### src/rtl/fp_round_pack_pkg.sv
// fp_round_pack_pkg: flag indices, biases, canonical NaNs and the S1 payload shared by the rounding/packing block.
package fp_round_pack_pkg;
    localparam int F_INEXACT        = 0;
    localparam int F_UNDERFLOW      = 1;
    localparam int F_OVERFLOW       = 2;
    localparam int F_DIVIDE_BY_ZERO = 3;
    localparam int F_INVALID        = 4;
    localparam int BIAS32 = 127;
    localparam int BIAS16 = 15;
    localparam logic [31:0] QNAN32 = 32'h7FC0_0000;
    localparam logic [15:0] QNAN16 = 16'h7E00;
    typedef struct packed {
        logic        sign;
        logic        fp16;
        logic [7:0]  exp;
        logic [22:0] frac;
        logic [4:0]  flags;
    } s1_t;
endpackage

### src/rtl/fp_round_incr.sv
// fp_round_incr: RNE/RTZ increment decision and rounded fraction with carry-out for FP32 or FP16 targets.
module fp_round_incr
    import fp_round_pack_pkg::*;
(
    input  logic        fp16,
    input  logic        rtz,
    input  logic [26:0] mant,
    output logic        inexact,
    output logic        carry,
    output logic [22:0] frac
);
    logic l, g, s, incr;
    logic [24:0] sum32;
    logic [11:0] sum16;
    always_comb begin
        l       = fp16 ? mant[16] : mant[3];
        g       = fp16 ? mant[15] : mant[2];
        s       = fp16 ? |mant[14:0] : |mant[1:0];
        incr    = !rtz && g && (s || l);
        inexact = g || s;
        sum32   = {1'b0, mant[26:3]} + 25'(incr);
        sum16   = {1'b0, mant[26:16]} + 12'(incr);
        carry   = fp16 ? sum16[11] : sum32[24];
        // a carry leaves the significand at exactly 2.0, so the shifted fraction is zero
        frac    = carry ? '0 : fp16 ? {13'b0, sum16[9:0]} : sum32[22:0];
    end
endmodule

### src/rtl/fp_round_pack.sv
// fp_round_pack: two-stage round and pack of a normalised significand into FP32 or FP16,
// S1 holds rounded exponent/fraction with flags, S2 holds the packed word.
module fp_round_pack
    import fp_round_pack_pkg::*;
(
    input  logic        clk,
    input  logic        rst_n,
    input  logic        sign_in,
    input  logic [7:0]  exp_in,
    input  logic [26:0] mant_in,
    input  logic [4:0]  flags_in,
    input  logic        mode_fp_in,
    input  logic        round_mode,
    input  logic        valid_in,
    output logic        ready_out,
    output logic [31:0] result,
    output logic [4:0]  flags_out,
    output logic        mode_fp_out,
    output logic        valid_out,
    input  logic        ready_in
);
    logic s1_valid, s2_valid, s2_ready, carry, inexact, ovf, under;
    logic [22:0] rfrac;
    logic [9:0] texp, emax;
    logic [4:0] lflags;
    s1_t s1_d, s1_q;

    fp_round_incr u_incr (
        .fp16   (mode_fp_in),
        .rtz    (round_mode),
        .mant   (mant_in),
        .inexact(inexact),
        .carry  (carry),
        .frac   (rfrac)
    );

    assign s2_ready  = !s2_valid || ready_in;
    assign ready_out = !s1_valid || s2_ready;
    assign valid_out = s2_valid;

    always_comb begin
        // bit 9 of texp flags a negative target exponent
        texp   = {2'b0, exp_in} - (mode_fp_in ? 10'(BIAS32 - BIAS16) : 10'd0) + {9'b0, carry};
        emax   = mode_fp_in ? 10'd31 : 10'd255;
        ovf    = !texp[9] && texp >= emax;
        under  = texp[9] || texp == '0;
        lflags = '0;
        s1_d.sign = sign_in;
        s1_d.fp16 = mode_fp_in;
        s1_d.exp  = texp[7:0];
        s1_d.frac = rfrac;
        if (flags_in[F_INVALID]) begin
            s1_d.sign = 1'b0;
            s1_d.exp  = 8'hFF;
            s1_d.frac = mode_fp_in ? {13'b0, QNAN16[9:0]} : QNAN32[22:0];
        end else if (exp_in == 8'hFF && mant_in[25:3] == '0) begin
            s1_d.exp  = 8'hFF;
            s1_d.frac = '0;
        end else if (exp_in == 8'h00 && mant_in == '0) begin
            s1_d.exp  = '0;
            s1_d.frac = '0;
        end else if (ovf) begin
            s1_d.exp  = round_mode ? (mode_fp_in ? 8'h1E : 8'hFE) : 8'hFF;
            s1_d.frac = round_mode ? 23'h7FFFFF : '0;
            lflags[F_OVERFLOW] = 1'b1;
            lflags[F_INEXACT]  = 1'b1;
        end else if (under) begin
            s1_d.exp  = '0;
            s1_d.frac = '0;
            lflags[F_UNDERFLOW] = |mant_in;
            lflags[F_INEXACT]   = |mant_in;
        end else begin
            lflags[F_INEXACT] = inexact;
        end
        s1_d.flags = flags_in | lflags;
    end

    always_ff @(posedge clk or negedge rst_n) begin
        if (!rst_n) begin
            s1_valid <= 1'b0;
            s1_q     <= '0;
        end else if (ready_out) begin
            s1_valid <= valid_in;
            if (valid_in) s1_q <= s1_d;
        end
    end

    always_ff @(posedge clk or negedge rst_n) begin
        if (!rst_n) begin
            s2_valid    <= 1'b0;
            result      <= '0;
            flags_out   <= '0;
            mode_fp_out <= 1'b0;
        end else if (s2_ready) begin
            s2_valid <= s1_valid;
            if (s1_valid) begin
                result      <= s1_q.fp16 ? {16'h0, s1_q.sign, s1_q.exp[4:0], s1_q.frac[9:0]}
                                         : {s1_q.sign, s1_q.exp, s1_q.frac};
                flags_out   <= s1_q.flags;
                mode_fp_out <= s1_q.fp16;
            end
        end
    end
endmodule

### config.mk
export PLATFORM = sky130hd
export DESIGN_NAME = fp_round_pack
export DESIGN_NICKNAME = d
export VERILOG_FILES = /design/src/rtl/fp_round_pack_pkg.sv /design/src/rtl/fp_round_incr.sv /design/src/rtl/fp_round_pack.sv
export SDC_FILE = /design/constraint.sdc
export NUM_CORES = 1
export LEC_CHECK = 0
export CORE_UTILIZATION = 53
export DETAILED_ROUTE_END_ITERATION = 12
export GPL_TIMING_DRIVEN = 0
export HOLD_SLACK_MARGIN = 0.15
export PLACE_DENSITY = 0.91
export SLEW_MARGIN = 20
export SYNTH_ARGS = -nofsm -noshare
export SYNTH_HDL_FRONTEND = slang
export SYNTH_SLANG_ARGS = --single-unit
### constraint.sdc
create_clock -name clk -period 2 [get_ports clk]
set_input_delay 0.2 -clock clk [delete_from_list [all_inputs] [get_ports clk]]
set_output_delay 0.2 -clock clk [all_outputs]
set_load 0.05 [all_outputs]
==> results.yml, run 1 <==
sta:
  clock-skew-final_ps: 6.703
  setup_viol: 34
  tightest_slew_ps: 855.4
  finalCritPeriodShare_pct: 213.0
  finalMaxSlewViolations: 0
  final-hold-violation-count: 0
  timing.hold.ws_ps: 295.7
  unrepaired_setup_endpoints_after_global_routing: "true"
  max_slew_margin_pct: 42.46
  timing.setup.tns_ps: -71850
  final_period_minus_worst_setup_slack_ps: 4260
  layout_setup_ws_ps: -2260
  maximum_clock_frequency_ghz: 0.2347
global_route:
  number_of_antenna_violations_at_the_first_check_in_global_routing: 0
  global_route.overflow_total: 0
  grtUsageTotal_pct: 30.68
  number_of_global_route_vias_before_repair: 4686
  grt_max_degree: 64
  first_pass_grt_wire_length_mm: 23.36
logic_synthesis:
  yosys.cell_count.top_type: "sky130_fd_sc_hd__nand2_1"
  synth.cells.most_frequent: "80 x sky130_fd_sc_hd__nand2_1, 78 x sky130_fd_sc_hd__dfrtp_1, 34 x sky130_fd_sc_hd__o21ai_0, 30 x sky130_fd_sc_hd__o211ai_1, 22 x sky130_fd_sc_hd__nand2b_1"
  synth_top_cells_by_area: "sky130_fd_sc_hd__dfrtp_1 40%, sky130_fd_sc_hd__nand2_1 6.2%, sky130_fd_sc_hd__mux2_2 4.6%"
  post_synth_top_area_cell: "sky130_fd_sc_hd__dfrtp_1"
  number_of_flops_mapped_to_enable_cells_by_yosys: 0
  ys_async_sr_fraction_pct: 100.0
  synth.ff_latch_count: 78
  yosysSeqAreaShare_pct: 40.03
  synth_largest_type_area_fraction_pct: 40.03
  yosysUniqueCellTypes: 62
  synth.cell_area_mm2: 0.004876
  syn_inst: 512
  syn_avg_cell_area_um2: 9.523
  number_of_warnings_issued_by_yosys: 0
  synthesis.nets: 572
  dominantRegCellSynth: "sky130_fd_sc_hd__dfrtp_1"
hold_path:
  worst_hold_path_type: "primary input to async pin"
floorplanning:
  initial_utilization_pct: 55.37
  core_area_mm2: 0.008806
  chipHeight_um: 97.92
  floorplan.io_pins: 87
  rows: 34
  die_area_mm2: 0.009587
  die_w_um: 97.92
drt:
  mean_routed_wirelength_per_cell_um: 19.81
  pre_repair_dr_iteration_count: 9
  antenna_violating_nets_post_route: 0
  drt_first_iter_violations: 542
  route.detailed.drc: 7
  postRouteWirelength_mm: 14.92
  vias_per_cell: 6.365
  vias: 4793
setup_path:
  criticalPathCategory: "primary input to flip-flop"
  reg2regPathDepth: 6
  worst_setup_path_startpoint: "mant_in[11]"
  worst_ep_required_time_ps: 2250
  worst_r2r_endpoint: "s1_q[23]"
  critPathCapture: "s1_q[15]"
  reg2reg_from: "valid_out"
  worstSetupStartpointType: "primary input"
  arrival_ps: 4510
  r2r_setup_slack_ps: -20
  setup.worst_path.end_class: "flip-flop"
  maximum_fanout_encountered_on_the_critical_timing_path: 6
layout:
  n_antenna_cell: 0
  layout.cell_area.non_filler_mm2: 0.006843
  syn2layout_area_growth_pct: 40.34
  nNetsFinal: 700
  fillers: 539
  utilization_pct: 77.71
  final-instance-count-excl-fill: 753
  fraction_of_layout_cells_with_a_size_suffix_above_1_pct: 24.65
power:
  netSwitchingPower_mw: 2.258
  share_of_total_power_in_sequential_cells_pct: 34.9
  combinationalPowerShare_pct: 40.5
  p_per_area_mw_per_mm2: 872.5
  total_power_mw: 5.971
  internal_power_mw: 3.713
  total_leakage_power_nw: 2.762
  power.switching_fraction_pct: 37.81
  irDropWorstVdd_mv: 0.3325
  clock_power_share_pct: 24.7
placed_design:
  place_inst: 701
  placedInstanceArea_mm2: 0.006015
  globalplace.congestion: 0.9843
  port-buffer-count: 80
  post_detailed_placement_half_perimeter_wirelength_mm: 9.661
  pre_cts_ws_ps: -3928
cts:
  cts_made_buffers: 9
  cts_htree_levels: 3
  clock_path_buffers: 2
  clk_pin_slew_ps: 80
  clock_tree_root_driver_cell: "sky130_fd_sc_hd__clkbuf_8"
  worst_skew_pair.late_latency_ps: 360
  tritoncts: "done"
  cts.sink_count: 78
flow_run:
  max-cap-violations: 0
outcome:
  failed_checks: "design-rule violations, negative setup slack"
  status: "complete, but fails checks"
==> metal layers <==
metal,vias to the layer above,part of all wire [%],global-route usage [%],wire (µm)
met5,-,0,0,0
met2,327,49,52.11,7354
met3,66,8.4,6.156,1254
met1,2267,39,38.83,5839
met4,0,3.2,11.07,472
li1,2133,-,-,-
==> power groups by stage <==
stage | combinational (mW) | sequential, mW | clock (mW)
floorplan | 0.770 | 2.69 | 0
global placement | 2.06 | 2.08 | 0
global route | 2.53 | 2.11 | 1.54
finish | 2.42 | 2.08 | 1.47
CTS | 2.27 | 2.07 | 1.46
detailed placement | 2.11 | 2.10 | 0
==> how the worst min path moves through the flow <==
stage                startpoint           end  slack [ps]  cells past startpoint
finish                    rst_n       s1_q[3]         300                      2
floorplan                 rst_n  flags_out[0]        -100                      0
global route              rst_n  flags_out[4]         290                      2
detailed placement        rst_n       s1_q[3]          80                      1
global placement     result[19]    result[19]         460                      2
CTS                 mant_in[13]      s1_q[15]         230                      4
==> sequential cells by signal (all words and copies together), names as in the netlist <==
signal / count
s1_q: 38
flags_out: 5
mode_fp_out: 1
valid_out: 1
result: 32
s1_valid: 1
==> cell type report <==
cell class | instances | area (µm²) | area share [%]
tap | 108 | 135.1 | 1.975
clock inverter | 5 | 106.4 | 1.554
multi-input combinational | 396 | 3064 | 44.78
timing repair buffer | 118 | 1214 | 17.74
inverter | 7 | 30.03 | 0.4388
buffer | 30 | 198.9 | 2.907
clock buffer | 11 | 141.4 | 2.066
sequential | 78 | 1953 | 28.54
==> critical path, stage by stage <==
cell	delay [ps]
sky130_fd_sc_hd__buf_8	90
sky130_fd_sc_hd__nor4_2	50
sky130_fd_sc_hd__nand3_2	110
sky130_fd_sc_hd__nor4_4	50
sky130_fd_sc_hd__nor2_1	130
sky130_fd_sc_hd__nor3_2	60
sky130_fd_sc_hd__nor3_2	210
sky130_fd_sc_hd__ha_2	250
sky130_fd_sc_hd__ha_4	150
sky130_fd_sc_hd__nand2_2	50
sky130_fd_sc_hd__or2_4	240
sky130_fd_sc_hd__o31ai_4	160
sky130_fd_sc_hd__and2_4	210
sky130_fd_sc_hd__ha_4	140
sky130_fd_sc_hd__nand4_1	160
sky130_fd_sc_hd__or3_4	430
sky130_fd_sc_hd__and2_4	180
sky130_fd_sc_hd__ha_4	210
sky130_fd_sc_hd__a21oi_2	110
sky130_fd_sc_hd__nor2b_1	60
sky130_fd_sc_hd__a311oi_2	330
sky130_fd_sc_hd__o21a_1	220
sky130_fd_sc_hd__buf_6	160
sky130_fd_sc_hd__buf_6	120
sky130_fd_sc_hd__buf_6	90
sky130_fd_sc_hd__o211ai_1	70
sky130_fd_sc_hd__o211ai_1	260
==> kinds of logic (layout without fill, tap and decap cells) <==
family	Yosys count	in the layout	share of synthesized area (%)
compound gates	119	119	19.19
mux	30	30	6.672
xor+xnor	32	32	6.030
buf+inv	38	171	3.387
flops	78	78	40.03
fa+ha+maj	13	13	3.490
simple gates	202	202	21.20
==> repair_timing <==
| action | in CTS | in global routing |
|---|---|---|
| pin swaps | 36 | 38 |
| buffers inserted | 21 | 15 |
| gates resized for setup | 117 | 30 |
| hold buffers | 1 | 0 |
| endpoints found under the setup margin | 34 | 35 |
| gates cloned | 1 | 0 |
| endpoints found under the hold margin | 78 | 0 |
==> cell usage in the layout (no fill, tap or decap), types with 14 or more instances in the layout <==
master,synthesis,final
sky130_fd_sc_hd__mux2_2,20,20
sky130_fd_sc_hd__xor2_1,15,15
sky130_fd_sc_hd__nor2_1,21,20
sky130_fd_sc_hd__dfrtp_1,78,77
sky130_fd_sc_hd__o21ai_0,34,33
sky130_fd_sc_hd__nand2b_1,22,22
sky130_fd_sc_hd__o211ai_1,30,30
sky130_fd_sc_hd__buf_4,3,29
sky130_fd_sc_hd__clkdlybuf4s50_1,0,60
sky130_fd_sc_hd__xnor2_1,16,16
sky130_fd_sc_hd__nand3_1,17,15
sky130_fd_sc_hd__nand4_1,14,14
sky130_fd_sc_hd__nand2_1,80,77
(Power assumes the default switching activity.)
==> inputs of run 2 (changes only) <==
--- a/config.mk
+++ b/config.mk
@@ -5,11 +5,14 @@
 export SDC_FILE = /design/constraint.sdc
 export NUM_CORES = 1
 export LEC_CHECK = 0
-export CORE_UTILIZATION = 53
+export ABC_AREA = 1
+export CORE_UTILIZATION = 55
+export CTS_BUF_LIST = sky130_fd_sc_hd__clkbuf_4 sky130_fd_sc_hd__clkbuf_8
+export CTS_CLUSTER_SIZE = 10
 export DETAILED_ROUTE_END_ITERATION = 12
 export GPL_TIMING_DRIVEN = 0
 export HOLD_SLACK_MARGIN = 0.15
-export PLACE_DENSITY = 0.91
+export PLACE_DENSITY = 0.94
 export SLEW_MARGIN = 20
 export SYNTH_ARGS = -nofsm -noshare
 export SYNTH_HDL_FRONTEND = slang
==> run 2 against run 1 <==
Compared with the run above:
- the run ends with negative setup slack left
- combinational power grew 5%
- critical path type unchanged
- largest cell class unchanged
- largest power group unchanged
- maximum frequency grew 9.3%
- sequential cell count is the same
- critical endpoint is now s1_q[28]
==> results.yml, run 2 <==
sta:
  timing.setup.tns_ps: -62760
  finalMaxSlewViolations: 0
  finalCritPeriodShare_pct: 194.9
  unrepaired_setup_endpoints_after_global_routing: "true"
  clock-skew-final_ps: 13.75
  max_slew_margin_pct: 59.28
  layout_setup_ws_ps: -1898
  final_period_minus_worst_setup_slack_ps: 3898
  maximum_clock_frequency_ghz: 0.2565
  setup_viol: 34
  tightest_slew_ps: 608.6
  final-hold-violation-count: 0
layout:
  syn2layout_area_growth_pct: 36.11
  layout.cells.most_common_list: "253 x sky130_fd_sc_hd__nand2_1, 79 x sky130_fd_sc_hd__nor2_1, 78 x sky130_fd_sc_hd__dfrtp_1"
  largest_register_ff_count: 38
  n_antenna_cell: 0
  fraction_of_layout_cells_with_a_size_suffix_above_1_pct: 17.46
  mostFrequentLayoutCell: "sky130_fd_sc_hd__nand2_1"
  biggestRegsByFlops: "s1_q (38), result (32), flags_out (5)"
  layout.cell_area.non_filler_mm2: 0.006754
  regMostFlops: "s1_q"
  nNetsFinal: 920
  utilization_pct: 77.45
  final-instance-count-excl-fill: 973
power:
  p_per_area_mw_per_mm2: 870.9
  total_leakage_power_nw: 3.343
  share_of_total_power_in_sequential_cells_pct: 36.2
  combinationalPowerShare_pct: 43.4
  power.switching_fraction_pct: 42.52
  netSwitchingPower_mw: 2.501
  clock_power_share_pct: 20.4
  irDropWorstVdd_mv: 0.5067
  internal_power_mw: 3.381
setup_path:
  criticalPathCategory: "primary input to flip-flop"
  arrival_ps: 4180
  crit_path_max_incr_delay_ps: 290
  maximum_fanout_encountered_on_the_critical_timing_path: 6
  critPathCapture: "s1_q[28]"
  worstSetupStartpointType: "primary input"
  setup.worst_path.end_class: "flip-flop"
  critical-path-top-delay-family: "simple AND/OR/NAND/NOR gates"
  critical_path_cell_count: 32
  timing.critical_path.buf_inv: 9
  cp_slowest_cell: "sky130_fd_sc_hd__o221a_4"
  reg2regPathDepth: 5
  reg2reg_from: "valid_out"
  worst_ep_required_time_ps: 2280
  worst_r2r_endpoint: "result[25]"
  r2r_setup_slack_ps: 250
  crit_top_cell: "sky130_fd_sc_hd__nand2_2"
  worst_setup_path_startpoint: "mode_fp_in"
logic_synthesis:
  ys_async_sr_fraction_pct: 100.0
  synth.cell_area_mm2: 0.004962
  yosysUniqueCellTypes: 39
  yosysSeqAreaShare_pct: 39.33
  dominantRegCellSynth: "sky130_fd_sc_hd__dfrtp_1"
  synthesis.nets: 789
  synth.ff_latch_count: 78
  post_synth_top_area_cell: "sky130_fd_sc_hd__dfrtp_1"
  yosys.cell_count.top_type: "sky130_fd_sc_hd__nand2_1"
  syn_avg_cell_area_um2: 6.807
  number_of_flops_mapped_to_enable_cells_by_yosys: 0
  synth.cells.most_frequent: "271 x sky130_fd_sc_hd__nand2_1, 85 x sky130_fd_sc_hd__nor2_1, 78 x sky130_fd_sc_hd__dfrtp_1, 76 x sky130_fd_sc_hd__inv_1"
  syn_inst: 729
  number_of_warnings_issued_by_yosys: 0
  synth_top_cells_by_area: "sky130_fd_sc_hd__dfrtp_1 39%, sky130_fd_sc_hd__nand2_1 20%, sky130_fd_sc_hd__nor2_1 6.4%"
  synth_largest_type_area_fraction_pct: 39.33
cts:
  worst_skew_pair.late_latency_ps: 350
  cts_htree_levels: 3
  cts_made_buffers: 9
  clock_path_buffers: 2
  cts.sink_count: 78
  clock_tree_root_driver_cell: "sky130_fd_sc_hd__clkbuf_8"
  tritoncts: "done"
  clk_pin_slew_ps: 80
floorplanning:
  rows: 34
  chipHeight_um: 96.99
  die_area_mm2: 0.009406
  core_area_mm2: 0.008721
  initial_utilization_pct: 56.90
  floorplan.io_pins: 87
  die_w_um: 96.99
placed_design:
  post_detailed_placement_half_perimeter_wirelength_mm: 11.51
  place_inst: 922
  globalplace.congestion: 0.9781
  placedInstanceArea_mm2: 0.006068
  port-buffer-count: 84
drt:
  mean_routed_wirelength_per_cell_um: 16.22
  vias: 5461
  pre_repair_dr_iteration_count: 6
  postRouteWirelength_mm: 15.78
  vias_per_cell: 5.613
  antenna_violating_nets_post_route: 0
  drt_first_iter_violations: 377
  route.detailed.drc: 0
global_route:
  grtUsageTotal_pct: 33.55
  number_of_global_route_vias_before_repair: 5304
  global_route.overflow_total: 0
  first_pass_grt_wire_length_mm: 25.25
  grt_max_degree: 43
  number_of_antenna_violations_at_the_first_check_in_global_routing: 0
outcome:
  status: "complete, but fails checks"
  failed_checks: "negative setup slack"
flow_run:
  max-cap-violations: 0
hold_path:
  worst_hold_path_type: "primary input to flip-flop"
==> run 2: cell types whose count changed after synthesis, moves of 9 or more <==
cell,previous run,this run
sky130_fd_sc_hd__nand3_1,17,33
sky130_fd_sc_hd__o311ai_2,10,0
sky130_fd_sc_hd__nor2_1,21,85
sky130_fd_sc_hd__xor2_1,15,6
sky130_fd_sc_hd__nand2b_1,22,0
sky130_fd_sc_hd__xnor2_1,16,5
sky130_fd_sc_hd__mux2i_1,10,1
sky130_fd_sc_hd__nand2_1,80,271
sky130_fd_sc_hd__o211ai_1,30,1
sky130_fd_sc_hd__nor4_1,13,2
sky130_fd_sc_hd__o21ai_1,1,17
sky130_fd_sc_hd__mux2_2,20,0
sky130_fd_sc_hd__inv_1,6,76
==> run 2: timing repair <==
item,CTS,global route
setup buffers,23,8
endpoints found under the setup margin,42,34
hold endpoints to repair,36,0
hold buffers,1,0
gates cloned,3,0
pin swaps,27,5
gates resized for setup,139,21
==> run 2: metal layers <==
layer | up-vias | track usage (%) | wire [µm]
met2 | 271 | 57.96 | 8015
met4 | 0 | 13.43 | 484
met5 | - | 0 | 0
met1 | 2545 | 41.86 | 6309
met3 | 49 | 5.347 | 975
li1 | 2596 | - | -
==> run 2: worst min-delay path: stages <==
cell,delay (ps)
sky130_fd_sc_hd__buf_4,110
sky130_fd_sc_hd__xor2_1,90
sky130_fd_sc_hd__nand2_1,90
sky130_fd_sc_hd__nand2_2,50
sky130_fd_sc_hd__nand2_1,50
sky130_fd_sc_hd__nand2_1,40
==> run 2: worst min-delay path by stage <==
stage | start | endpoint | slack (ps) | depth (start not counted)
after CTS | mant_in[13] | s1_q[15] | 330 | 6
after floorplan | rst_n | flags_out[0] | -100 | 0
after global placement | s1_q[13] | result[8] | 460 | 2
after detailed placement | rst_n | result[29] | 180 | 1
final | mant_in[13] | s1_q[15] | 310 | 6
after global routing | mant_in[13] | s1_q[15] | 350 | 6
==> run 2: cell type report <==
type                    count  area, µm²
repair buffers            120       1146
flip-flops and latches     78       1952
inverters                  78      321.6
multi-input cells         552       2839
clock buffers               9      123.9
plain buffers              21      156.4
clock inverters             7      80.08
well taps                 108      135.1
fillers                   618       1967
==> run 2: power by group through the flow <==
stage / clock network (mW) / logic, mW / registers [mW]
after detailed placement: 0 / 2.35 / 2.15
after global placement: 0 / 2.28 / 2.13
after CTS: 1.20 / 2.47 / 2.13
after floorplan: 0 / 0.785 / 2.84
after global routing: 1.27 / 2.71 / 2.17
final: 1.20 / 2.55 / 2.13
==> run 2: per-stage QoR <==
stage	power [mW]	setup WS, ps	hold slack (ps)
final	5.882	-1898	311.7
after detailed placement	4.496	-3710	183.6
after global routing	6.144	-2070	348.1
after global placement	4.412	-3643	456.1
after CTS	5.794	-1786	326.4
after floorplan	3.630	-1865	-95.59
==> run 2: cell families after synthesis <==
family	count (synthesis)	share of synthesized area, %
flip-flops	78	39.33
XOR/XNOR	11	1.941
buffers and inverters	99	8.396
AND/OR/NAND/NOR	435	36.13
adder cells (fa/ha/maj)	13	3.429
multiplexers	1	0.2017
AO/OA/AOI/OAI	92	10.57
